===== src/rtl/phase_sched_pkg.sv =====
// Shared encodings for the traffic phase scheduler: FSM states, phase codes,
// requester indices and small index/phase conversion helpers.
package phase_sched_pkg;

    typedef enum logic [2:0] {
        ST_IDLE      = 3'd0,
        ST_ARB       = 3'd1,
        ST_ISSUE     = 3'd2,
        ST_WAIT_DONE = 3'd3,
        ST_CLEAR     = 3'd4
    } state_e;

    localparam logic [1:0] PH_NORMAL = 2'b00;
    localparam logic [1:0] PH_NS     = 2'b01;
    localparam logic [1:0] PH_EW     = 2'b10;
    localparam logic [1:0] PH_PED    = 2'b11;

    localparam logic [1:0] REQ_NS  = 2'd0;
    localparam logic [1:0] REQ_EW  = 2'd1;
    localparam logic [1:0] REQ_PED = 2'd2;

    function automatic logic [1:0] onehot_to_idx(input logic [2:0] oh);
        logic [1:0] idx;
        case (oh)
            3'b010:  idx = REQ_EW;
            3'b100:  idx = REQ_PED;
            default: idx = REQ_NS;
        endcase
        return idx;
    endfunction

    function automatic logic [1:0] idx_to_phase(input logic [1:0] idx);
        logic [1:0] ph;
        case (idx)
            REQ_EW:  ph = PH_EW;
            REQ_PED: ph = PH_PED;
            default: ph = PH_NS;
        endcase
        return ph;
    endfunction

endpackage


===== src/rtl/phase_scheduler_rr_arbiter3.sv =====
// Three-way round-robin picker: searches pending starting one past the last
// granted index and returns a one-hot pick. Purely combinational.
module rr_arbiter3
    import phase_sched_pkg::*;
(
    input  logic [2:0] pending,
    input  logic [1:0] last,
    output logic [2:0] pick,
    output logic       valid
);

    logic [1:0] ord0_s;
    logic [1:0] ord1_s;
    logic [1:0] ord2_s;

    // Search order rotated so the most recent winner is examined last.
    always_comb begin
        case (last)
            REQ_NS: begin
                ord0_s = REQ_EW;
                ord1_s = REQ_PED;
                ord2_s = REQ_NS;
            end
            REQ_EW: begin
                ord0_s = REQ_PED;
                ord1_s = REQ_NS;
                ord2_s = REQ_EW;
            end
            default: begin
                ord0_s = REQ_NS;
                ord1_s = REQ_EW;
                ord2_s = REQ_PED;
            end
        endcase
    end

    // First pending requester in rotated order wins.
    always_comb begin
        pick  = 3'b000;
        valid = |pending;
        if (pending[ord0_s]) begin
            pick[ord0_s] = 1'b1;
        end else if (pending[ord1_s]) begin
            pick[ord1_s] = 1'b1;
        end else if (pending[ord2_s]) begin
            pick[ord2_s] = 1'b1;
        end else begin
            pick = 3'b000;
        end
    end

endmodule


===== src/rtl/phase_scheduler.sv =====
// Traffic phase scheduler: latches requests, arbitrates round-robin and issues
// one phase at a time. Optional all-red clearance via PHASE_SCHED_ALL_RED_EN.
module phase_scheduler
    import phase_sched_pkg::*;
#(
    parameter int unsigned CLEAR_CYCLES = 4,
    parameter logic [1:0]  IDLE_PHASE   = PH_NORMAL
) (
    input  logic       clk,
    input  logic       rst,
    input  logic [2:0] req,
    input  logic       done,
    output logic [1:0] phase,
    output logic       start,
    output logic [2:0] grant,
    output logic [2:0] pending,
    output logic       busy,
    output logic       all_red
);

    if ((CLEAR_CYCLES < 32'd1) || (CLEAR_CYCLES > 32'd15)) begin : g_bad_clear_cycles
        $error("phase_scheduler: CLEAR_CYCLES must be within 1..15");
    end

    state_e     state_q,   state_d;
    logic [2:0] pending_q, pending_d;
    logic [2:0] grant_q,   grant_d;
    logic [1:0] phase_q,   phase_d;
    logic       start_q,   start_d;
    logic       busy_q,    busy_d;
    logic [1:0] last_q,    last_d;

    logic [2:0] arb_pick_s;
    logic       arb_valid_s;
    logic [1:0] pick_idx_s;

`ifdef PHASE_SCHED_ALL_RED_EN
    localparam logic [3:0] CLR_LOAD = 4'(CLEAR_CYCLES - 32'd1);
    logic [3:0] clr_cnt_q, clr_cnt_d;
    logic       all_red_q, all_red_d;
`endif

    rr_arbiter3 u_arb (
        .pending (pending_q),
        .last    (last_q),
        .pick    (arb_pick_s),
        .valid   (arb_valid_s)
    );

    assign pick_idx_s = onehot_to_idx(arb_pick_s);

    // Next-state and next-output computation for the scheduler FSM.
    always_comb begin
        state_d   = state_q;
        pending_d = pending_q | req;
        grant_d   = grant_q;
        phase_d   = phase_q;
        start_d   = 1'b0;
        busy_d    = busy_q;
        last_d    = last_q;
`ifdef PHASE_SCHED_ALL_RED_EN
        clr_cnt_d = clr_cnt_q;
        all_red_d = all_red_q;
`endif
        case (state_q)
            ST_IDLE: begin
                phase_d = IDLE_PHASE;
                if (pending_q != 3'b000) begin
                    state_d = ST_ARB;
                end else begin
                    state_d = ST_IDLE;
                end
            end
            ST_ARB: begin
                if (arb_valid_s) begin
                    state_d   = ST_ISSUE;
                    grant_d   = arb_pick_s;
                    phase_d   = idx_to_phase(pick_idx_s);
                    start_d   = 1'b1;
                    busy_d    = 1'b1;
                    last_d    = pick_idx_s;
                    // The edge entering ISSUE clears the winner even if it re-requests now.
                    pending_d = (pending_q | req) & ~arb_pick_s;
                end else begin
                    state_d = ST_IDLE;
                end
            end
            ST_ISSUE: begin
                state_d = ST_WAIT_DONE;
            end
            ST_WAIT_DONE: begin
                if (done) begin
                    grant_d = 3'b000;
                    phase_d = IDLE_PHASE;
                    busy_d  = 1'b0;
`ifdef PHASE_SCHED_ALL_RED_EN
                    state_d   = ST_CLEAR;
                    all_red_d = 1'b1;
                    clr_cnt_d = CLR_LOAD;
`else
                    state_d = ST_ARB;
`endif
                end else begin
                    state_d = ST_WAIT_DONE;
                end
            end
`ifdef PHASE_SCHED_ALL_RED_EN
            ST_CLEAR: begin
                if (clr_cnt_q == 4'd0) begin
                    state_d   = ST_ARB;
                    all_red_d = 1'b0;
                end else begin
                    clr_cnt_d = clr_cnt_q - 4'd1;
                end
            end
`endif
            default: begin
                state_d = ST_IDLE;
                grant_d = 3'b000;
                phase_d = IDLE_PHASE;
                busy_d  = 1'b0;
            end
        endcase
    end

    // State and registered-output flops; reset abandons any phase in flight.
    always_ff @(posedge clk or negedge rst) begin
        if (!rst) begin
            state_q   <= ST_IDLE;
            pending_q <= 3'b000;
            grant_q   <= 3'b000;
            phase_q   <= IDLE_PHASE;
            start_q   <= 1'b0;
            busy_q    <= 1'b0;
            last_q    <= REQ_PED;
`ifdef PHASE_SCHED_ALL_RED_EN
            clr_cnt_q <= 4'd0;
            all_red_q <= 1'b0;
`endif
        end else begin
            state_q   <= state_d;
            pending_q <= pending_d;
            grant_q   <= grant_d;
            phase_q   <= phase_d;
            start_q   <= start_d;
            busy_q    <= busy_d;
            last_q    <= last_d;
`ifdef PHASE_SCHED_ALL_RED_EN
            clr_cnt_q <= clr_cnt_d;
            all_red_q <= all_red_d;
`endif
        end
    end

    assign phase   = phase_q;
    assign start   = start_q;
    assign grant   = grant_q;
    assign pending = pending_q;
    assign busy    = busy_q;
`ifdef PHASE_SCHED_ALL_RED_EN
    assign all_red = all_red_q;
`else
    assign all_red = 1'b0;
`endif

endmodule

===== config.mk =====
export PLATFORM = sky130hd
export DESIGN_NAME = phase_scheduler
export DESIGN_NICKNAME = d
export VERILOG_FILES = /design/src/rtl/phase_sched_pkg.sv /design/src/rtl/phase_scheduler_rr_arbiter3.sv /design/src/rtl/phase_scheduler.sv
export SDC_FILE = /design/constraint.sdc
export NUM_CORES = 1
export LEC_CHECK = 0
export BUFFER_PORTS_ARGS = -buffer_cell sky130_fd_sc_hd__buf_2
export CORE_ASPECT_RATIO = 0.8
export CORE_MARGIN = 2
export CORE_UTILIZATION = 35
export DETAILED_ROUTE_END_ITERATION = 12
export MAX_ROUTING_LAYER = met4
export PLACE_DENSITY = 0.63
export RECOVER_POWER = 50
export SLEW_MARGIN = 20
export SYNTH_ARGS = -nofsm -noshare
export SYNTH_HDL_FRONTEND = slang
export SYNTH_SLANG_ARGS = --single-unit
export TNS_END_PERCENT = 5

===== constraint.sdc =====
create_clock -name clk -period 1.3 [get_ports clk]
set_input_delay 0.065 -clock clk [delete_from_list [all_inputs] [get_ports clk]]
set_output_delay 0.065 -clock clk [all_outputs]
set_load 0.005 [all_outputs]

==> results_dict.tcl <==
set metrics [dict create \
    syn_area_per_cell_um2 10.6 \
    synthToLayoutAreaGrowth_pct 27.4 \
    syn_nets 68 \
    power_frac_seq 0.395 \
    vias 562 \
    synthAdderAreaFrac 0 \
    swShare 0.369 \
    clk_latency_ps 270 \
    max_cap_violations 0 \
    portBuffers 15 \
    cts_root_buf "clkbuf_4" \
    power_frac_clock 0.140 \
    cts.clk_slew.worst_paths_ps 80 \
    synth_top_family_by_area "compound AO/OA/AOI/OAI gates" \
    grt_max_degree 15 \
    synthSimpleGateAreaFrac 0.166 \
    placementRows 13 \
    final.min_clock_period_ps 1280 \
    status "finished, final reports clean" \
    ys_ff_latch 14 \
    synth_area_leaders "dfrtp_1, dfstp_2, a21oi_1" \
    design_area_um2 837 \
    core_area_um2 1690 \
    crit_fanout 4 \
    max-slew-margin-rel 0.488 \
    grt_most_used_layer "met1" \
    synth-compound-area-share 0.246 \
    final.period_utilization 0.988 \
    placed_area_um2 800 \
    yosys.area.top_type "dfrtp_1" \
    synthMuxAreaShare 0 \
    cp.arrival_ps 1450 \
    p_sw_mw 0.680 \
    antenna_found_initial 0 \
    ys_seq_area_frac 0.535 \
    p_leak_nw 0.399 \
    post-place-cells 104 \
    tns_ps 0 \
    drive_above_1_share 0.345 \
    diodes 0 \
    critical_path_required_ps 1470 \
    power_frac_comb 0.465 \
    fin_ws_ps 16.0 \
    routed_wire_length_per_instance_um 13.5 \
    synth.distinct_cells 31 \
    cp-start-kind "flip-flop" \
    nets 94 \
    pre_cts_ws_ps 15.8 \
    hold_viol_final 0 \
    cts_buffers 3 \
    p_per_area_nw_per_um2 2200 \
    wirelength_um 1470 \
    slew_violations 0 \
    drt.antenna.violating_nets 0 \
    finalSetupViolCount 0 \
    yosysWarnings 0 \
    grt_pass1_vias 535 \
    cts_tree "built" \
    netlist_instances 62 \
    globalRouteMet1Util 0.214 \
    cts_sinks 14 \
    chipHeight_um 42.8 \
    timing.fmax_mhz 779 \
    worst_pin_slew_ps 769 \
    final_common_cell "buf_2" \
    die_w_um 52.4 \
    ff_latch_area_um2 352 \
    synth_xor_area_frac 0 \
    met2_usage 0.213 \
    fin_skew_ps 1.36 \
    gp_congestion 0.806 \
    avgViaCountPerCell 5.16 \
    layoutNonFillerInstCount 109 \
    grt-ovfl-total 0 \
    die_area_um2 2240 \
    drt_iter0_markers 11 \
    synth.top_cell.area_share 0.495 \
    hp-class "primary input to flip-flop" \
    clockBufferDepth 2 \
    intPower_mw 1.16 \
    multi_input_area_um2 277 \
    start_util 0.388 \
    dpl.hpwl_um 1090 \
    io_pins 17 \
    grt_first_pass_wirelength_um 2440 \
    nFillCells 174 \
    htreeDepth 1 \
    track_usage 0.150 \
    layout_common_cells "buf_2, dfrtp_1, buf_4" \
    drt_pass1_iterations 4 \
    peakVddDrop_mv 1.20 \
    crit_type "flip-flop to flip-flop" \
    rsz0062_at_grt "yes" \
    drc 0 \
    use_met3 0.0423 \
    cp-end-kind "flip-flop" \
    mappedNetlistArea_um2 657 \
]
[final timing paths]
kind | startpoint | depth (start not counted) | endpoint | slack, ps
min in group asynchronous | rst | 2 | grant[1]$_DFFE_PN0P_ | 370
worst min register to register | grant[1]$_DFFE_PN0P_ | 1 | grant[1]$_DFFE_PN0P_ | 490
worst max-delay path | pending[2]$_DFF_PN0_ | 3 | phase[0]$_DFFE_PN0P_ | 20
max in group asynchronous | rst | 2 | busy$_DFFE_PN0P_ | 450
worst min-delay path | req[1] | 2 | pending[1]$_DFF_PN0_ | 30
worst max register to register | pending[2]$_DFF_PN0_ | 3 | phase[0]$_DFFE_PN0P_ | 20
[cells in the mapped netlist]
cell	instances
a211o_1	1
a21boi_0	1
a21o_1	1
a21oi_1	4
a31oi_1	3
a32o_1	2
and4b_1	1
buf_2	1
buf_4	1
buf_6	1
clkbuf_1	1
conb_1	1
dfrtp_1	13
dfstp_2	1
inv_1	1
nand2_1	4
nand2b_1	3
nand3_1	1
nor2_1	4
nor2b_1	2
nor3_1	1
nor3b_1	1
nor4b_1	1
o211ai_2	1
o21a_1	1
o21ai_0	4
o21bai_1	2
o22a_1	1
o22ai_1	1
o2bb2ai_1	1
or3_4	1
[critical path: stages, from the launching register on]
cell and delay (ps):
dfrtp_1 390, or3_4 410, o21a_1 170, a32o_1 200
[routing by layer]
metal / vias to the layer above / wire length [µm]
met2: 18 / 647
met1: 267 / 753
met4: 0 / 10
li1: 275 / -
met5: - / 0
met3: 2 / 63
[metrics by stage]
stage               hold WS, ps  utilization  total power, mW
global placement          -24.4        0.473             1.56
global route               10.3        0.495             1.99
floorplan                  -231            -             1.23
finish                     29.8        0.495             1.84
detailed placement        -22.0        0.473             1.58
CTS                        14.9        0.494             1.84
[what timing repair did]
action | CTS | global route
endpoints found under the hold margin | 14 | 0
hold buffers | 1 | 0
endpoints found under the setup margin | 0 | 3
resized for setup | 0 | 1
buffers inserted | 0 | 0
[flip-flops by register name, summed over array words and instances, names as in the netlist]
name / count
busy: 1
grant: 3
last_q: 2
pending: 3
phase: 2
start: 1
state_q: 2
[cells by family after synthesis]
logic type             after synthesis
AO/OA/AOI/OAI                       23
AND/OR/NAND/NOR                     19
flip-flops                          14
buffers and inverters                5
other                                1
[layout make-up]
cell class,count,share of cell area
Timing Repair Buffer,25,0.181
Tap cell,22,0.0329
Multi-Input combinational cell,43,0.330
Sequential cell,14,0.420
Clock buffer,4,0.0314
Inverter,1,0.00448
[power by group through the flow]
stage / Combinational [mW] / Sequential, mW / Clock (mW)
after floorplan: 0.491 / 0.735 / 0
after global placement: 0.828 / 0.735 / 0
after detailed placement: 0.845 / 0.736 / 0
after CTS: 0.851 / 0.729 / 0.264
after global routing: 0.949 / 0.757 / 0.280
final: 0.857 / 0.729 / 0.258
Note: power is estimated with default switching activity, not from simulation.
